### src/rtl/rf_seq_pkg.sv
// Shared definitions for the register-file micro-sequencer: opcodes, FSM
// encoding, instruction field layout and default widths.
package rf_seq_pkg;

    localparam int unsigned DW_DEF  = 8;
    localparam int unsigned AW_DEF  = 4;
    localparam int unsigned IW      = 16;
    localparam int unsigned OPW     = 4;
    localparam int unsigned IMM_W   = 8;

    localparam int unsigned OP_LSB  = 12;
    localparam int unsigned RD_LSB  = 8;
    localparam int unsigned RS_LSB  = 4;
    localparam int unsigned IMM_LSB = 0;

    localparam logic [OPW-1:0] OP_NOP = 4'd0;
    localparam logic [OPW-1:0] OP_LDI = 4'd1;
    localparam logic [OPW-1:0] OP_MOV = 4'd2;
    localparam logic [OPW-1:0] OP_ADD = 4'd3;
    localparam logic [OPW-1:0] OP_SUB = 4'd4;
    localparam logic [OPW-1:0] OP_AND = 4'd5;
    localparam logic [OPW-1:0] OP_OR  = 4'd6;
    localparam logic [OPW-1:0] OP_XOR = 4'd7;
    localparam logic [OPW-1:0] OP_NOT = 4'd8;
    localparam logic [OPW-1:0] OP_OUT = 4'd9;

    typedef enum logic [2:0] {
        ST_IDLE = 3'd0,
        ST_RDA  = 3'd1,
        ST_RDB  = 3'd2,
        ST_EXEC = 3'd3,
        ST_WR   = 3'd4,
        ST_EMIT = 3'd5
    } state_t;

    // Opcode field of a raw instruction word.
    function automatic logic [OPW-1:0] op_of(input logic [IW-1:0] word);
        return word[OP_LSB +: OPW];
    endfunction

    // Ops that read rd, compute, write rd back and update the flags.
    function automatic logic is_alu_op(input logic [OPW-1:0] op);
        return (op == OP_ADD) || (op == OP_SUB) || (op == OP_AND) ||
               (op == OP_OR)  || (op == OP_XOR) || (op == OP_NOT);
    endfunction

endpackage

### src/rtl/rf_seq_alu.sv
// Combinational ALU for the sequencer; MOV/OUT and unused codes pass opb through.
module rf_seq_alu
    import rf_seq_pkg::*;
#(
    parameter int unsigned DW = DW_DEF
) (
    input  logic [OPW-1:0] op,
    input  logic [DW-1:0]  opa,
    input  logic [DW-1:0]  opb,
    output logic [DW-1:0]  result,
    output logic           z,
    output logic           c
);

    logic [DW:0] sum;

    always_comb begin
        sum    = {1'b0, opa} + {1'b0, opb};
        result = opb;
        c      = 1'b0;
        case (op)
            OP_ADD: begin
                result = sum[DW-1:0];
                c      = sum[DW];
            end
            OP_SUB: begin
                result = opa - opb;
                c      = (opa < opb);
            end
            OP_AND:  result = opa & opb;
            OP_OR:   result = opa | opb;
            OP_XOR:  result = opa ^ opb;
            OP_NOT:  result = ~opa;
            default: ;
        endcase
        z = (result == '0);
    end

endmodule

### src/rtl/rf_seq_ctrl.sv
// Micro-sequencer driving the single shared port of the 16x8 register file:
// accepts instructions, reads operands, executes, writes back or emits a result.
module rf_seq_ctrl
    import rf_seq_pkg::*;
#(
    parameter int unsigned DW = DW_DEF,
    parameter int unsigned AW = AW_DEF
) (
    input  logic          clk,
    input  logic          rst,
    input  logic [IW-1:0] instr,
    input  logic          instr_valid,
    output logic          instr_ready,
    output logic          rf_enb,
    output logic          rf_r_w,
    output logic [AW-1:0] rf_sel,
    output logic [DW-1:0] rf_in,
    input  logic [DW-1:0] rf_out,
    output logic [DW-1:0] res,
    output logic          res_valid,
    output logic          flag_z,
    output logic          flag_c,
    output logic          busy
);

    state_t         state;
    logic [IW-1:0]  ir;
    logic [DW-1:0]  opa_q;
    logic [DW-1:0]  res_q;

    logic [OPW-1:0] op;
    logic [AW-1:0]  rd;
    logic [AW-1:0]  rs;
    logic [DW-1:0]  imm;
    logic [OPW-1:0] in_op;

    logic [DW-1:0]  alu_a;
    logic [DW-1:0]  alu_res;
    logic           alu_z;
    logic           alu_c;

    assign op    = op_of(ir);
    assign rd    = AW'(ir[RD_LSB +: 4]);
    assign rs    = AW'(ir[RS_LSB +: 4]);
    assign imm   = DW'(ir[IMM_LSB +: IMM_W]);
    assign in_op = op_of(instr);

    // NOT skips RDB, so its only operand arrives straight on rf_out in EXEC.
    assign alu_a = (op == OP_NOT) ? rf_out : opa_q;

    rf_seq_alu #(.DW(DW)) u_alu (
        .op     (op),
        .opa    (alu_a),
        .opb    (rf_out),
        .result (alu_res),
        .z      (alu_z),
        .c      (alu_c)
    );

    // Sequencer state, operand/result registers, flags and emitted result.
    always_ff @(posedge clk or posedge rst) begin
        if (rst) begin
            state     <= ST_IDLE;
            ir        <= '0;
            opa_q     <= '0;
            res_q     <= '0;
            res       <= '0;
            res_valid <= 1'b0;
            flag_z    <= 1'b0;
            flag_c    <= 1'b0;
        end else begin
            res_valid <= 1'b0;
            case (state)
                ST_IDLE: begin
                    if (instr_valid) begin
                        ir <= instr;
                        if (in_op == OP_LDI) begin
                            state <= ST_WR;
                        end else if ((in_op == OP_MOV) || (in_op == OP_OUT)) begin
                            state <= ST_RDB;
                        end else if (is_alu_op(in_op)) begin
                            state <= ST_RDA;
                        end else begin
                            state <= ST_IDLE;
                        end
                    end
                end
                ST_RDA: begin
                    state <= (op == OP_NOT) ? ST_EXEC : ST_RDB;
                end
                ST_RDB: begin
                    opa_q <= rf_out;
                    state <= ST_EXEC;
                end
                ST_EXEC: begin
                    res_q <= alu_res;
                    if (is_alu_op(op)) begin
                        flag_z <= alu_z;
                        flag_c <= alu_c;
                    end
                    state <= (op == OP_OUT) ? ST_EMIT : ST_WR;
                end
                ST_WR: begin
                    state <= ST_IDLE;
                end
                ST_EMIT: begin
                    res       <= res_q;
                    res_valid <= 1'b1;
                    state     <= ST_IDLE;
                end
                default: begin
                    state <= ST_IDLE;
                end
            endcase
        end
    end

    // Register-file port is a pure decode of the state register and ir.
    always_comb begin
        rf_enb = 1'b0;
        rf_r_w = 1'b1;
        rf_sel = '0;
        rf_in  = '0;
        case (state)
            ST_RDA: begin
                rf_enb = 1'b1;
                rf_sel = rd;
            end
            ST_RDB: begin
                rf_enb = 1'b1;
                rf_sel = rs;
            end
            ST_WR: begin
                rf_enb = 1'b1;
                rf_r_w = 1'b0;
                rf_sel = rd;
                rf_in  = (op == OP_LDI) ? imm : res_q;
            end
            default: ;
        endcase
    end

    assign instr_ready = (state == ST_IDLE);
    assign busy        = (state != ST_IDLE);

endmodule

### config.mk
export PLATFORM = sky130hd
export DESIGN_NAME = rf_seq_ctrl
export DESIGN_NICKNAME = d
export VERILOG_FILES = /design/src/rtl/rf_seq_pkg.sv /design/src/rtl/rf_seq_alu.sv /design/src/rtl/rf_seq_ctrl.sv
export SDC_FILE = /design/constraint.sdc
export NUM_CORES = 1
export LEC_CHECK = 0
export BUFFER_PORTS_ARGS = -buffer_cell sky130_fd_sc_hd__buf_2
export CORE_ASPECT_RATIO = 1.2
export CORE_MARGIN = 2
export CORE_UTILIZATION = 42
export CTS_BUF_LIST = sky130_fd_sc_hd__clkbuf_4
export CTS_CLUSTER_DIAMETER = 50
export DETAILED_ROUTE_END_ITERATION = 8
export SETUP_SLACK_MARGIN = 0.3
export SYNTH_ARGS = -nofsm -noshare
export SYNTH_HDL_FRONTEND = slang
export SYNTH_SLANG_ARGS = --single-unit
### constraint.sdc
create_clock -name clk -period 4.4 [get_ports clk]
set_input_delay 0.88 -clock clk [delete_from_list [all_inputs] [get_ports clk]]
set_output_delay 0.88 -clock clk [all_outputs]
set_load 0.1 [all_outputs]
# ---- After elaboration in Yosys (flattened, before gate mapping)
# Index checks and enable logic that the tools add are counted.
dict set report classes {
  bitwise 4
  addsub 2
  order_cmp 1
  reduce_logical 18
  n_eq_ne 23
  mux 16
}
# operator count
set ops {}
lappend ops {{case mux 8 bit (6 select lines)} 1}
lappend ops {{== test 4 x 3 -> 1 bit, second input constant} 8}
lappend ops {{2-to-1 mux 8 bit} 3}
lappend ops {{== test 4 bit, second input constant} 4}
lappend ops {{== test 4 x 2 -> 1 bit, second input constant} 3}
lappend ops {{case mux 3 bit (4 select lines)} 1}
lappend ops {{logical OR 1 bit} 11}
lappend ops {{adder 8 x 8 -> 9 bit} 1}
lappend ops {{bitwise AND 8 bit} 1}
lappend ops {{== test 4 x 1 -> 1 bit, second input constant} 2}
lappend ops {{logical NOT 8 bit} 1}
lappend ops {{< comparator 8 bit} 1}
lappend ops {{NOT 8 bit} 1}
lappend ops {{OR 8 bit} 1}
lappend ops {{case mux 4 bit (2 select lines)} 1}
lappend ops {{subtractor 8 bit} 1}
lappend ops {{XOR 8 bit} 1}
lappend ops {{== test 3 x 2 -> 1 bit, second input constant} 2}
lappend ops {{== test 3 bit, second input constant} 2}
lappend ops {{2-to-1 mux 1 bit} 6}
lappend ops {{2-to-1 mux 3 bit} 2}
lappend ops {{AND reduction 2 bit} 2}
lappend ops {{== test 3 x 1 -> 1 bit, second input constant} 1}
lappend ops {{logical NOT 3 bit} 1}
lappend ops {{6 further kinds} 6}
dict set report totals {
  ff_bits 46
  inputBits 27
}

# ---- Logic depth before layout (Yosys ltp)
# Gate-level depths: netlist of the first run.
dict set report depth {
  ltp_word 11
  mapped_depth 15
  depth_no_buf 13
}

# ---- Modules after synthesis
# A second synthesis of the first run with hierarchy kept.
dict set report hier_totals {
  hier_cells 399
  area_unflattened_um2 3666.0
}
# mod seq_area_each_um2 cells_per_inst instances area_each_um2
set by_module_without_submodules {}
lappend by_module_without_submodules {rf_seq_ctrl 1151.1 199 1 2238.4}
lappend by_module_without_submodules {rf_seq_alu 0.0 200 1 1427.6}

# ---- Worst setup path after synthesis of the first run
# OpenSTA, ideal clock, no wires.
dict set report synth_timing {
  path_kind {register to output}
  startpoint {register state[0]}
  endpoint {output rf_in[0]}
  n_path_buf 1
  stages_incl_launch_ff 5
  slack_ns 0.372
  required_time_ns 3.520
  arrival_time_ns 3.148
  cell_sequence {dfrtp_1 > clkbuf_1 > nor2_1 > nand2_1 > a21oi_1}
}
dict set report synth_between {
  elab_chain_cells 2
}
# item line_no
set synth_lines {}
lappend synth_lines {{start: declaration} rf_seq_ctrl.sv:26} ;# state_t state;
lappend synth_lines {{start signal: assignment} rf_seq_ctrl.sv:89} ;# state <= (op == OP_NOT) ? ST_EXEC : ST_RDB;
lappend synth_lines {{start signal: assignment} rf_seq_ctrl.sv:101} ;# state <= (op == OP_OUT) ? ST_EMIT : ST_WR;
lappend synth_lines {{== test 3 bit} rf_seq_ctrl.sv:124} ;# case (state)
lappend synth_lines {{2-to-1 mux 8 bit} rf_seq_ctrl.sv:124}
lappend synth_lines {{end: declaration} rf_seq_ctrl.sv:17} ;# output logic [DW-1:0] rf_in,
# No other way between the ends.

# ---- Worst setup path in the final report of the first run
dict set report layout_timing {
  startpoint {register ir[15]}
  endpoint {register flag_z}
}
dict set report layout_between {
  elab_chain_cells 7
  word_cells_on_any_way 21
  cone_classes {add/sub: 2; eq/ne: 6; mux: 2; bitwise: 4; reduce/logical: 7}
}
# item line_no
set layout_lines {}
lappend layout_lines {{start: declaration} rf_seq_ctrl.sv:27} ;# logic [IW-1:0] ir;
lappend layout_lines {{start signal: assignment} rf_seq_ctrl.sv:76} ;# ir <= instr;
lappend layout_lines {{parallel branches: the longest is 7 deep, another holds subtractor 8 bit} -}
lappend layout_lines {{end signal: assignment} rf_seq_ctrl.sv:98} ;# flag_z <= alu_z;
lappend layout_lines {{end: declaration} rf_seq_ctrl.sv:21} ;# output logic flag_z,
# Several ways; the timed one is not identified.
# A chain may end at the register's enable or synchronous reset.

==> impl_metrics.env, run 1 <==
export IMPL_wl_per_cell_um=15.7
export IMPL_via_per_inst=5.50
export IMPL_fin_setup_tns_ns=0
export IMPL_hp_class="flip-flop to flip-flop"
export IMPL_async_reset_ff_share_pct=100
export IMPL_layout_drive_gt1_share_pct=21.0
export IMPL_wl_mm=9.19
export IMPL_root_buffer="clkbuf_4"
export IMPL_start_kind="flip-flop"
export IMPL_synth_top_area_share_pct=32.6
export IMPL_ant_nets=0
export IMPL_grt_use_total_pct=20.9
export IMPL_worstReg2RegEnd="flag_z"
export IMPL_cap_violations=0
export IMPL_gr_total_overflow=0
export IMPL_design_area_sq_um=3940
export IMPL_holdBufCountCts=0
export IMPL_clkLatencyLatePin_ns=0.38
export IMPL_cts_buffers=5
export IMPL_cts_repair_resized=0
export IMPL_synthTopCellsByArea="dfrtp_1, ha_1, nand2_1, mux2_2, a21oi_1"
export IMPL_grt_pass1_vias=3126
export IMPL_syn_avg_cell_area_sq_um=8.27
export IMPL_antenna_found_initial=0
export IMPL_area_delta_synth_final_pct=11.5
export IMPL_worstPathRequired_ns=4.70
export IMPL_drt_iter0_drc=93
export IMPL_syn_nets=479
export IMPL_synth_cell_type_count=61
export IMPL_fin_util_pct=48.3
export IMPL_rr_worst_depth=12
export IMPL_antennaDiodeCount=0
export IMPL_dpl_hpwl_mm=6.91
export IMPL_dr_total_vias=3221
export IMPL_worstMarginPinSlew_ns=1.02
export IMPL_netlist_area_sq_um=3530
export IMPL_crit_fanout=21
export IMPL_drtPass1Iterations=5
export IMPL_synthTopCellsByCount="nand2_1, dfrtp_1, nor2_1"
export IMPL_hold_viol=0
export IMPL_critPathLaunch="ir[15]"
export IMPL_coreArea_sq_um=8150
export IMPL_synth_flop_cell="dfrtp_1"
export IMPL_nNetsFinal=524
export IMPL_cts_tree="built"
export IMPL_synth_edf_count=0
export IMPL_outcome="finished clean"
export IMPL_die_h_um=104
export IMPL_relSlewSlack_pct=31.6
export IMPL_r2r_start="ir[15]"
export IMPL_clock_sinks=46
export IMPL_initial_utilization_pct=43.3
export IMPL_rsz0062_at_grt="false"
export IMPL_fmax_mhz=259
export IMPL_criticalPathCategory="flip-flop to flip-flop"
export IMPL_post_cts_setup_buffer_count=0
export IMPL_ys_warnings_count=0
export IMPL_ys_seq_area_share_pct=32.6
export IMPL_ys_seq_elements=46
export IMPL_worstSetupEndpoint="flag_z"
export IMPL_clkTransAtPathRegs_ns=0.15
export IMPL_worstSetupEndpointType="flip-flop"
export IMPL_yosysMostFrequentCell="nand2_1"
export IMPL_grt_max_degree=47
export IMPL_skew_ns=0.0126
export IMPL_synth_top_cell_by_area="dfrtp_1"
export IMPL_setup_viol=0
export IMPL_grt_pass1_wl_mm=15.4
export IMPL_rows=36
export IMPL_place_congestion=0.861
export IMPL_drcViolationCount=0
export IMPL_cp_arrival_ns=4.16
export IMPL_ff2ff_setup_slack_ns=0.54
export IMPL_htreeDepth=2
export IMPL_period_minus_slack_ns=3.86
export IMPL_die_area_sq_um=9160
export IMPL_clk_path_buf_depth=2
export IMPL_ios=54
export IMPL_port_buffers=53
export IMPL_whs_ns=0.485
export IMPL_slew_violations=0
export IMPL_post_route_period_util_pct=87.7
export IMPL_syn_inst=427
export IMPL_die_w_um=87.7
export IMPL_placedInstanceArea_sq_um=3890
## flip-flops by register name, indices dropped and copies added, names as in the netlist
| register | cells |
|---|---|
| opa_q | 8 |
| res | 8 |
| res_q | 8 |
| state | 3 |
| flag_c | 1 |
| res_valid | 1 |
| flag_z | 1 |
| ir | 16 |
## through the flow
step | cells | worst slack, ns
after floorplan | 427 | 0.372
after global placement | 579 | 0.780
after detailed placement | 579 | 0.653
after CTS | 586 | 0.616
after global routing | 586 | 0.301
final | 586 | 0.543
## cells in the final DEF (no fill, tap or decap), drive strengths merged, types with 5 or more instances in the layout
cell	instances
nor3	9
nand3	6
nor3b	6
mux2	23
clkbuf	5
o21ai	29
a21o	9
dfrtp	46
inv	26
a22oi	6
buf	58
nand2b	10
nor2b	12
nand3b	5
nand2	74
a21oi	29
o211ai	5
nor2	34
ha	23
## worst max-delay path: stages (launching register included)
cell and delay (ns):
dfrtp_1 0.62, or4b_4 0.69, nor2_1 0.16, a21o_1 0.18, inv_1 0.10, fa_1 0.45, nor2b_1 0.15, o21ai_0 0.15
a21oi_1 0.08, a2111oi_0 0.60, and4b_1 0.30, nand4b_1 0.11, o31ai_2 0.22
## routing by layer
| metal | GRT usage, % | part of all wire [%] |
|---|---|---|
| met5 | 0 | 0 |
| met4 | 5.27 | 1.4 |
| met3 | 2.86 | 3.5 |
| met2 | 35.0 | 48 |
| met1 | 28.1 | 47 |
## worst min path at each step
stage | start | end | slack, ns | cells past startpoint
CTS | res[0] | res[0] | 0.49 | 2
detailed placement | res[0] | res[0] | 0.46 | 2
floorplan | res_q[3] | res[3] | 0.46 | 2
global route | res[0] | res[0] | 0.51 | 2
global placement | res[0] | res[0] | 0.46 | 2
finish | res[0] | res[0] | 0.48 | 2
## cells by family (layout without fill, tap and decap cells)
kind of cell             after synthesis  after routing  share of synthesized area (%)
multiplexers                          24             24                           7.62
adder cells (fa/ha/maj)               25             25                           9.28
flip-flops                            46             46                           32.6
AND/OR/NAND/NOR                      173            173                           23.9
AO/OA/AOI/OAI                        109            109                           20.5
buffers and inverters                 47             92                           5.35
XOR/XNOR                               3              3                          0.744
## final cells by class
type	instances	area, sq um
Sequential cell	46	1150
Clock inverter	2	10.0
Inverter	27	101
Tap cell	114	143
Timing Repair Buffer	58	303
Fill cell	821	4220
Clock buffer	5	37.5
Multi-Input combinational cell	334	2190
Power of run 1 is not shown: default switching activity piles up to over one toggle a cycle in this logic, so the estimate is an artifact.
==> run 2, diff against run 1 <==
--- a/config.mk
+++ b/config.mk
@@ -12,6 +12,7 @@
 export CTS_BUF_LIST = sky130_fd_sc_hd__clkbuf_4
 export CTS_CLUSTER_DIAMETER = 50
 export DETAILED_ROUTE_END_ITERATION = 8
+export REMOVE_ABC_BUFFERS = 1
 export SETUP_SLACK_MARGIN = 0.3
 export SYNTH_ARGS = -nofsm -noshare
 export SYNTH_HDL_FRONTEND = slang
==> run 2 against run 1 <==
  * First-iteration DRC count rose by 86%
  * Critical path depth fell by 1
  * Die area is the same
  * Hold slack improved by 0.0076 ns
  * Final cell count stayed put
  * Design area grew 0.76%
  * Clock skew decreased by 0.0065 ns
  * Global-route usage is 0.72 points lower
  * Critical path type unchanged
==> impl_metrics.env, run 2 (synthesized netlist as in run 1, its figures left out) <==
export IMPL_outcome="finished clean"
export IMPL_cts_buffers=5
export IMPL_worstReg2RegEnd="flag_z"
export IMPL_holdPathEnd="res[0]"
export IMPL_coreArea_sq_um=8150
export IMPL_htreeDepth=2
export IMPL_rr_worst_depth=11
export IMPL_dr_total_vias=3193
export IMPL_holdBufCountCts=0
export IMPL_worstHoldStart="res[0]"
export IMPL_wl_mm=8.96
export IMPL_cap_violations=0
export IMPL_hold_depth=2
export IMPL_setup_viol=0
export IMPL_gr_total_overflow=0
export IMPL_start_kind="flip-flop"
export IMPL_place_congestion=0.867
export IMPL_relSlewSlack_pct=33.5
export IMPL_slew_violations=0
export IMPL_grt_use_total_pct=20.2
export IMPL_wl_per_cell_um=15.3
export IMPL_ff2ff_setup_slack_ns=0.68
export IMPL_fillerInstances=844
export IMPL_clkTransAtPathRegs_ns=0.14
export IMPL_drtPass1Iterations=5
export IMPL_criticalPathCategory="flip-flop to flip-flop"
export IMPL_die_area_sq_um=9160
export IMPL_worstPathRequired_ns=4.65
export IMPL_multi_input_area_sq_um=2190
export IMPL_largest_register_ffs=16
export IMPL_via_per_inst=5.45
export IMPL_grt_pass1_wl_mm=14.9
export IMPL_largest_register="ir"
export IMPL_clock_sinks=46
export IMPL_clkLatencyLatePin_ns=0.36
export IMPL_root_buffer="clkbuf_4"
export IMPL_rows=36
export IMPL_die_h_um=104
export IMPL_cts_tree="built"
export IMPL_ios=54
export IMPL_area_delta_synth_final_pct=12.3
export IMPL_drt_iter0_drc=173
export IMPL_layout_commonest_cell="nand2_1"
export IMPL_drcViolationCount=0
export IMPL_die_w_um=87.7
export IMPL_hp_class="flip-flop to flip-flop"
export IMPL_worstMarginPinSlew_ns=0.996
export IMPL_crit_fanout=21
export IMPL_skew_ns=0.00606
export IMPL_grt_max_degree=47
export IMPL_regArea_sq_um=1150
export IMPL_antennaDiodeCount=0
export IMPL_port_buffers=53
export IMPL_dpl_hpwl_mm=6.74
export IMPL_worstSetupEndpointType="flip-flop"
export IMPL_fin_setup_tns_ns=0
export IMPL_initial_utilization_pct=43.3
export IMPL_rsz0062_at_grt="false"
export IMPL_r2r_start="ir[15]"
export IMPL_fmax_mhz=269
export IMPL_hold_viol=0
export IMPL_cp_arrival_ns=3.97
export IMPL_antenna_found_initial=0
export IMPL_mostFrequentLayoutCells="nand2_1, buf_2, dfrtp_1, nor2_1, a21oi_1"
export IMPL_post_cts_setup_buffer_count=0
export IMPL_post_route_period_util_pct=84.5
export IMPL_period_minus_slack_ns=3.72
export IMPL_ant_nets=0
export IMPL_grt_pass1_vias=3038
export IMPL_clk_path_buf_depth=2
export IMPL_layout_drive_gt1_share_pct=21.2
export IMPL_nNetsFinal=523
[run 2: timing repair]
action                                  in CTS  in global routing
endpoints found under the setup margin       0                  1
resized for setup                            0                  2
hold endpoints to repair                     0                  0
[run 2: critical path, stage by stage (launching register included)]
cell	delay [ns]
dfrtp_1	0.63
or4b_4	0.68
nand2_1	0.13
o21ai_0	0.15
ha_1	0.45
a21oi_1	0.25
a21boi_1	0.14
o31a_1	0.28
or4_1	0.50
and3_1	0.21
nand4b_1	0.12
o31ai_2	0.07
[run 2: worst max path at each step]
stage / startpoint / to / slack, ns / cells past startpoint
2_1_floorplan: state[0] / rf_in[0] / 0.47 / 3
3_3_place_gp: ir[14] / flag_z / 0.65 / 12
3_5_place_dp: ir[14] / flag_z / 0.55 / 12
4_1_cts: ir[14] / flag_z / 0.52 / 12
5_1_grt: ir[14] / flag_z / 0.41 / 12
6_report: ir[15] / flag_z / 0.68 / 11
[run 2: layout make-up]
cell class	count	share of cell area, %
flip-flops and latches	46	29.1
clock buffers	6	1.14
clock inverters	2	0.946
repair buffers	57	7.44
multi-input cells	334	55.3
well taps	114	3.60
inverters	27	2.56
[run 2: metal layers]
layer  GRT usage [%]  vias up  wire length (um)
met3            2.46        6               373
met2            33.0       90              4350
li1                -     1585                 -
met4            3.96        0                71
met1            28.5     1512              4160
met5               0        -                 0
[run 2: through the flow]
step	area, sq um	util (%)	std cells	setup slack, ns	hold slack, ns
after floorplan	3440	-	407	0.468	0.455
after global routing	3970	48.6	586	0.412	0.523
after global placement	3880	47.6	578	0.649	0.457
after detailed placement	3880	47.6	578	0.547	0.463
final	3970	48.6	586	0.681	0.492
after CTS	3960	48.6	586	0.524	0.498
Power of run 2 is left out for the same reason.
